<file path="config.mk">
export PLATFORM = sky130hd
export DESIGN_NAME = sll_shift_unit
export DESIGN_NICKNAME = d
export VERILOG_FILES = /design/src/rtl/sll_shift_unit.sv
export SDC_FILE = /design/constraint.sdc
export NUM_CORES = 1
export LEC_CHECK = 0
export CORE_ASPECT_RATIO = 0.5
export CORE_MARGIN = 2
export CORE_UTILIZATION = 45
export CTS_CLUSTER_DIAMETER = 120
export DETAILED_ROUTE_END_ITERATION = 7
export PLACE_DENSITY = 0.79
export SLEW_MARGIN = 40
export SYNTH_ARGS = -nofsm -noshare
export SYNTH_HDL_FRONTEND = slang
export SYNTH_SLANG_ARGS = --single-unit
</file>
<file path="constraint.sdc">
create_clock -name clk -period 1.1 [get_ports clk]
set_clock_uncertainty 0.05 [all_clocks]
set_input_delay 0.165 -clock clk [delete_from_list [all_inputs] [get_ports clk]]
set_output_delay 0.165 -clock clk [all_outputs]
set_load 0.005 [all_outputs]
</file>
<file path="src/rtl/sll_shift_unit.sv">
// ---------------------------------------------------------------------------
// sll_shift_unit
//   Registered logical-left-shift unit for the 16-bit ALU datapath.
//   A is shifted left by shamt and the low bits are filled with zeros. A
//   log2 barrel shifter does the shift: stages of 1, 2, 4 and 8 bits, applied
//   in that order. One output register stage follows the shifter, so results
//   appear one clock after the inputs are sampled.
//
//   Optional feature macro: SLL_CARRY_OUT_EN
//     When it is defined, a carry output is added. It holds the last bit
//     shifted out past the MSB (A[WIDTH-shamt]), or 0 when shamt == 0.
//
//   Parameters
//     WIDTH    operand/result width (default 16)
//     SHAMT_W  shift-amount width, must equal log2(WIDTH) (default 4)
//
//   Ports
//     clk        rising-edge clock
//     rst_n      asynchronous active-low reset
//     in_valid   A/shamt are sampled at this edge
//     A          operand to shift
//     shamt      unsigned shift amount, 0..WIDTH-1
//     SLLResult  registered A << shamt
//     out_valid  SLLResult and flags are valid
//     zero       registered; 1 when SLLResult is all zeros
//     carry      registered last bit shifted out (SLL_CARRY_OUT_EN only)
// ---------------------------------------------------------------------------
module sll_shift_unit #(
  parameter int WIDTH   = 16,
  parameter int SHAMT_W = 4
) (
  input  logic               clk,
  input  logic               rst_n,
  input  logic               in_valid,
  input  logic [WIDTH-1:0]   A,
  input  logic [SHAMT_W-1:0] shamt,
  output logic [WIDTH-1:0]   SLLResult,
  output logic               out_valid,
`ifdef SLL_CARRY_OUT_EN
  output logic               zero,
  output logic               carry
`else
  output logic               zero
`endif
);

  // One barrel stage: shift left by 2^k when en is set, otherwise pass through.
  function automatic logic [WIDTH-1:0] sll_stage(input logic [WIDTH-1:0] v,
                                                 input int               k,
                                                 input logic             en);
    logic [WIDTH-1:0] r;
    r = en ? (v << (1 << k)) : v;
    return r;
  endfunction

  logic [WIDTH-1:0] stg_p0 [SHAMT_W+1];
  logic [WIDTH-1:0] shifted_p0;
  logic             zero_p0;

  always_comb begin
    stg_p0[0] = A;
    for (int k = 0; k < SHAMT_W; k++) begin
      stg_p0[k+1] = sll_stage(stg_p0[k], k, shamt[k]);
    end
    shifted_p0 = stg_p0[SHAMT_W];
    zero_p0    = (shifted_p0 == '0);
  end

`ifdef SLL_CARRY_OUT_EN
  logic carry_p0;

  // The last bit to leave the MSB is A[WIDTH-shamt]. With no shift, nothing
  // leaves, so carry is 0.
  always_comb begin
    carry_p0 = 1'b0;
    if (shamt != '0) begin
      carry_p0 = A[WIDTH - int'(shamt)];
    end
  end
`endif

  // ---- p0 -> p1: output register stage --------------------------------------
  logic [WIDTH-1:0] res_p1;
  logic             zero_p1;
  logic             vld_p1;

  always_ff @(posedge clk or negedge rst_n) begin
    if (!rst_n) begin
      res_p1  <= '0;
      zero_p1 <= 1'b0;
      vld_p1  <= 1'b0;
    end else begin
      vld_p1 <= in_valid;
      if (in_valid) begin
        res_p1  <= shifted_p0;
        zero_p1 <= zero_p0;
      end
    end
  end

`ifdef SLL_CARRY_OUT_EN
  logic carry_p1;

  always_ff @(posedge clk or negedge rst_n) begin
    if (!rst_n) begin
      carry_p1 <= 1'b0;
    end else if (in_valid) begin
      carry_p1 <= carry_p0;
    end
  end

  assign carry = carry_p1;
`endif

  assign SLLResult = res_p1;
  assign zero      = zero_p1;
  assign out_valid = vld_p1;

endmodule

</file>
==> key figures <==
Die
  – Die Y-Extent: 43.1 microns
  – DIE AREA: 3540 sq um
  – Starting Density: 0.464
  – Total I/O pin count: 41
  – Total core area: 2960 sq um
  – Row count: 14
  – Die Wd: 82.2 microns

Critical path
  – CP required: 1240 ps
  – Critical path origin: shamt[1]
  – Max stage delay cell, worst path: a221oi_2
  – Element type at the critical path end: register
  – Critical Path Source Type: primary input
  – CP delay by family, top: compound AO/OA/AOI/OAI gates
  – Cell mode on critical path: buf_8
  – Worst path cell trace: buf_8 -> buf_8 -> mux2i_4 -> o211ai_1 -> a221oi_2 -> o2111ai_2 -> nor4bb_2 -> a22o_1
  – Worst reg2reg path startpoint: SLLResult[13]
  – Crit path buf inv count: 2
  – Crit path kind: primary input to register
  – CP Depth: 8
  – Critical path capture point: zero
  – Flop2flop setup slack: 50 ps
  – Crit path largest cell delay: 340 ps
  – RR Endpoint: SLLResult[13]
  – Arr. time, crit path: 1820 ps
  – Max FO, Critical Path: 6
  – Path depth of the worst reg2reg path: 3

Global routing
  – Grt met3 use: 0.0553
  – GR peak layer: met2
  – First-pass GRT wire length: 8.44 mm
  – Met2 Use GR: 0.532
  – Initial antenna violation count: 0
  – Total grt overflow: 0
  – Total track usage: 0.323
  – GR Util met1: 0.409
  – Largest net degree at the start of global routing: 19
  – Vias in the first global route: 1,725

Synthesis
  – Post-synthesis sequential area ratio: 0.328
  – Syn. warnings: 0
  – Synth unique cells: 43
  – Synthesized cell area: 1380 sq um
  – Flops & latches, synth: 18
  – Gate count of the mapped netlist: 157
  – Syn_nets: 180
  – Syn Area/Cell: 8.76 sq um

Power and ir drop
  – Max IR drop VDD: 1070 uV
  – Leak: 1.17 nW
  – Pwr dens: 909 nW/um^2

Timing
  – RSZ-0062 raised after global routing: true
  – Max-slew violations: 0
  – Fmax: 596 MHz
  – Final worst slack: -579 ps
  – Crit path time final: 1680 ps
  – Minimum hold slack: 259 ps
  – Final setup fails: 19
  – Setup_tns: -4010 ps
  – Worst slew margin: 0.774
  – Slew @ Worst Pin: 339 ps
  – Tcrit/Tclk final: 1.53
  – Hold Vio Cnt, Final: 0

Route
  – DR DRC count: 0
  – Detailed Routing Iterations Pass 1: 6
  – Final wirelength: 7.20 mm
  – Vias post-DR: 1,948
  – Vias/cell: 6.72
  – Avg WL per Cell: 24.8 microns
  – Iteration-0 DRC count of the detailed router: 246
  – Post-DRT Antenna Nets: 0

Clocking
  – CTS Hold Bufs: 0
  – CTS tree: yes
  – Total CTS buffers: 3
  – Longest Clk Path Bufs: 2
  – Htree depth: 1
  – Worst-path clk slew: 70 ps
  – Clock Sinks: 18
  – Root buf cell: clkbuf_8
  – Clk Latency, worst-skew pair: 250 ps

Outcome
  – Status: complete, but fails checks
  – Failing checks: negative setup slack

Run
  – MaxCap Viol Count: 0

Final layout
  – # fillers: 89
  – Nets: 274
  – Fraction of layout cells with a size suffix above 1: 0.576
  – Area grow syn2layout: 101%
  – Final core utilization: 0.935
  – Finished Layout Cells: 290
  – Most frequent cells in the layout: buf_4, clkdlybuf4s15_1, dfrtp_1
  – N_diodes: 0
  – Commonest non-fill, non-tap cell in the layout: buf_4

Place
  – GP Congestion: 0.931
  – Dpl cells: 270
  – Count of input and output buffers: 40
  – DP HPWL: 3.55 mm
  – Pre-CTS setup slack: -1160 ps

Worst hold path
  – Worst Hold Class: primary input to async pin
## synthesized netlist by cell type
cell / instances / area [sq um]
or2_2: 1 / 6.26
dfrtp_1: 18 / 450
clkbuf_1: 3 / 11.3
nor3_1: 4 / 20.0
buf_4: 1 / 7.51
or3_1: 1 / 6.26
o21bai_1: 1 / 7.51
nor2b_1: 3 / 18.8
nand3_1: 2 / 10.0
o32ai_1: 2 / 17.5
o211ai_1: 4 / 30.0
or3b_1: 1 / 8.76
buf_2: 4 / 20.0
o21ai_1: 1 / 5.00
a31o_2: 1 / 8.76
o2111ai_1: 2 / 17.5
o311a_1: 1 / 10.0
o21a_1: 2 / 15.0
inv_1: 7 / 26.3
nand2_1: 14 / 52.6
nand2b_1: 7 / 43.8
o22ai_1: 3 / 18.8
a21o_1: 2 / 15.0
nand4_1: 1 / 6.26
a2bb2oi_1: 1 / 8.76
a31oi_1: 1 / 6.26
o311ai_0: 1 / 8.76
mux2_1: 1 / 11.3
buf_1: 1 / 3.75
a221oi_2: 1 / 15.0
a211oi_1: 2 / 15.0
clkinv_1: 1 / 3.75
nor2_1: 11 / 41.3
a22o_1: 1 / 8.76
o2bb2ai_1: 3 / 26.3
o21ai_0: 8 / 40.0
o311ai_1: 1 / 8.76
mux2_2: 8 / 90.1
buf_6: 2 / 22.5
mux2i_1: 15 / 150
a21oi_1: 9 / 45.0
o221ai_1: 3 / 26.3
nor4bb_1: 1 / 10.0
## cell families (layout without fill, tap and decap cells)
group,count (synthesis),after routing,share of synthesized area
flops,18,18,0.328
mux,24,24,0.183
compound gates,50,50,0.258
simple gates,46,46,0.163
buf+inv,19,112,0.0692
## worst register-to-register path, stage by stage, from the launching register on
cell and delay, ps:
dfrtp_1 380, buf_4 130, buf_4 120, mux2_4 260
## through the flow
stage / area [sq um] / power (mW)
after global routing: 2770 / 2.59
final: 2770 / 2.52
after global placement: 2200 / 1.61
after floorplan: 1510 / 1.17
after detailed placement: 2200 / 1.62
after CTS: 2560 / 2.30
## routing by layer
| metal | vias up | part of all wire |
|---|---|---|
| met5 | - | 0 |
| li1 | 769 | - |
| met1 | 913 | 0.36 |
| met2 | 198 | 0.45 |
| met3 | 68 | 0.12 |
| met4 | 0 | 0.061 |
## what timing repair did
| action | CTS | global route |
|---|---|---|
| resized for setup | 149 | 41 |
| setup endpoints to repair | 35 | 21 |
| pin swaps | 23 | 16 |
| setup buffers | 8 | 10 |
## how the worst min path moves through the flow
stage | start | to | depth (start not counted)
2_1_floorplan | rst_n | SLLResult[0] | 0
3_5_place_dp | SLLResult[8] | SLLResult[8] | 1
5_1_grt | shamt[1] | SLLResult[1] | 3
6_report | rst_n | SLLResult[11] | 2
3_3_place_gp | SLLResult[8] | SLLResult[8] | 1
4_1_cts | rst_n | out_valid | 2
## power breakdown
group          internal [mW]  leakage (nW)  switching (mW)
clock network          0.318        0.0288           0.224
registers              0.727         0.228          0.0412
logic                  0.618         0.917           0.588
## layout make-up
type	instances	area, sq um	area share
multi-input combinational	120	1260	0.456
timing repair buffer	100	916	0.331
sequential	18	450	0.163
clock buffer	4	55.1	0.0199
tap	40	50.0	0.0181
inverter	8	35.0	0.0127
## registers in the layout (all words and copies together), names as in the netlist
name       cells
SLLResult     16
zero           1
out_valid      1
Power figures use the tool's default switching activity.
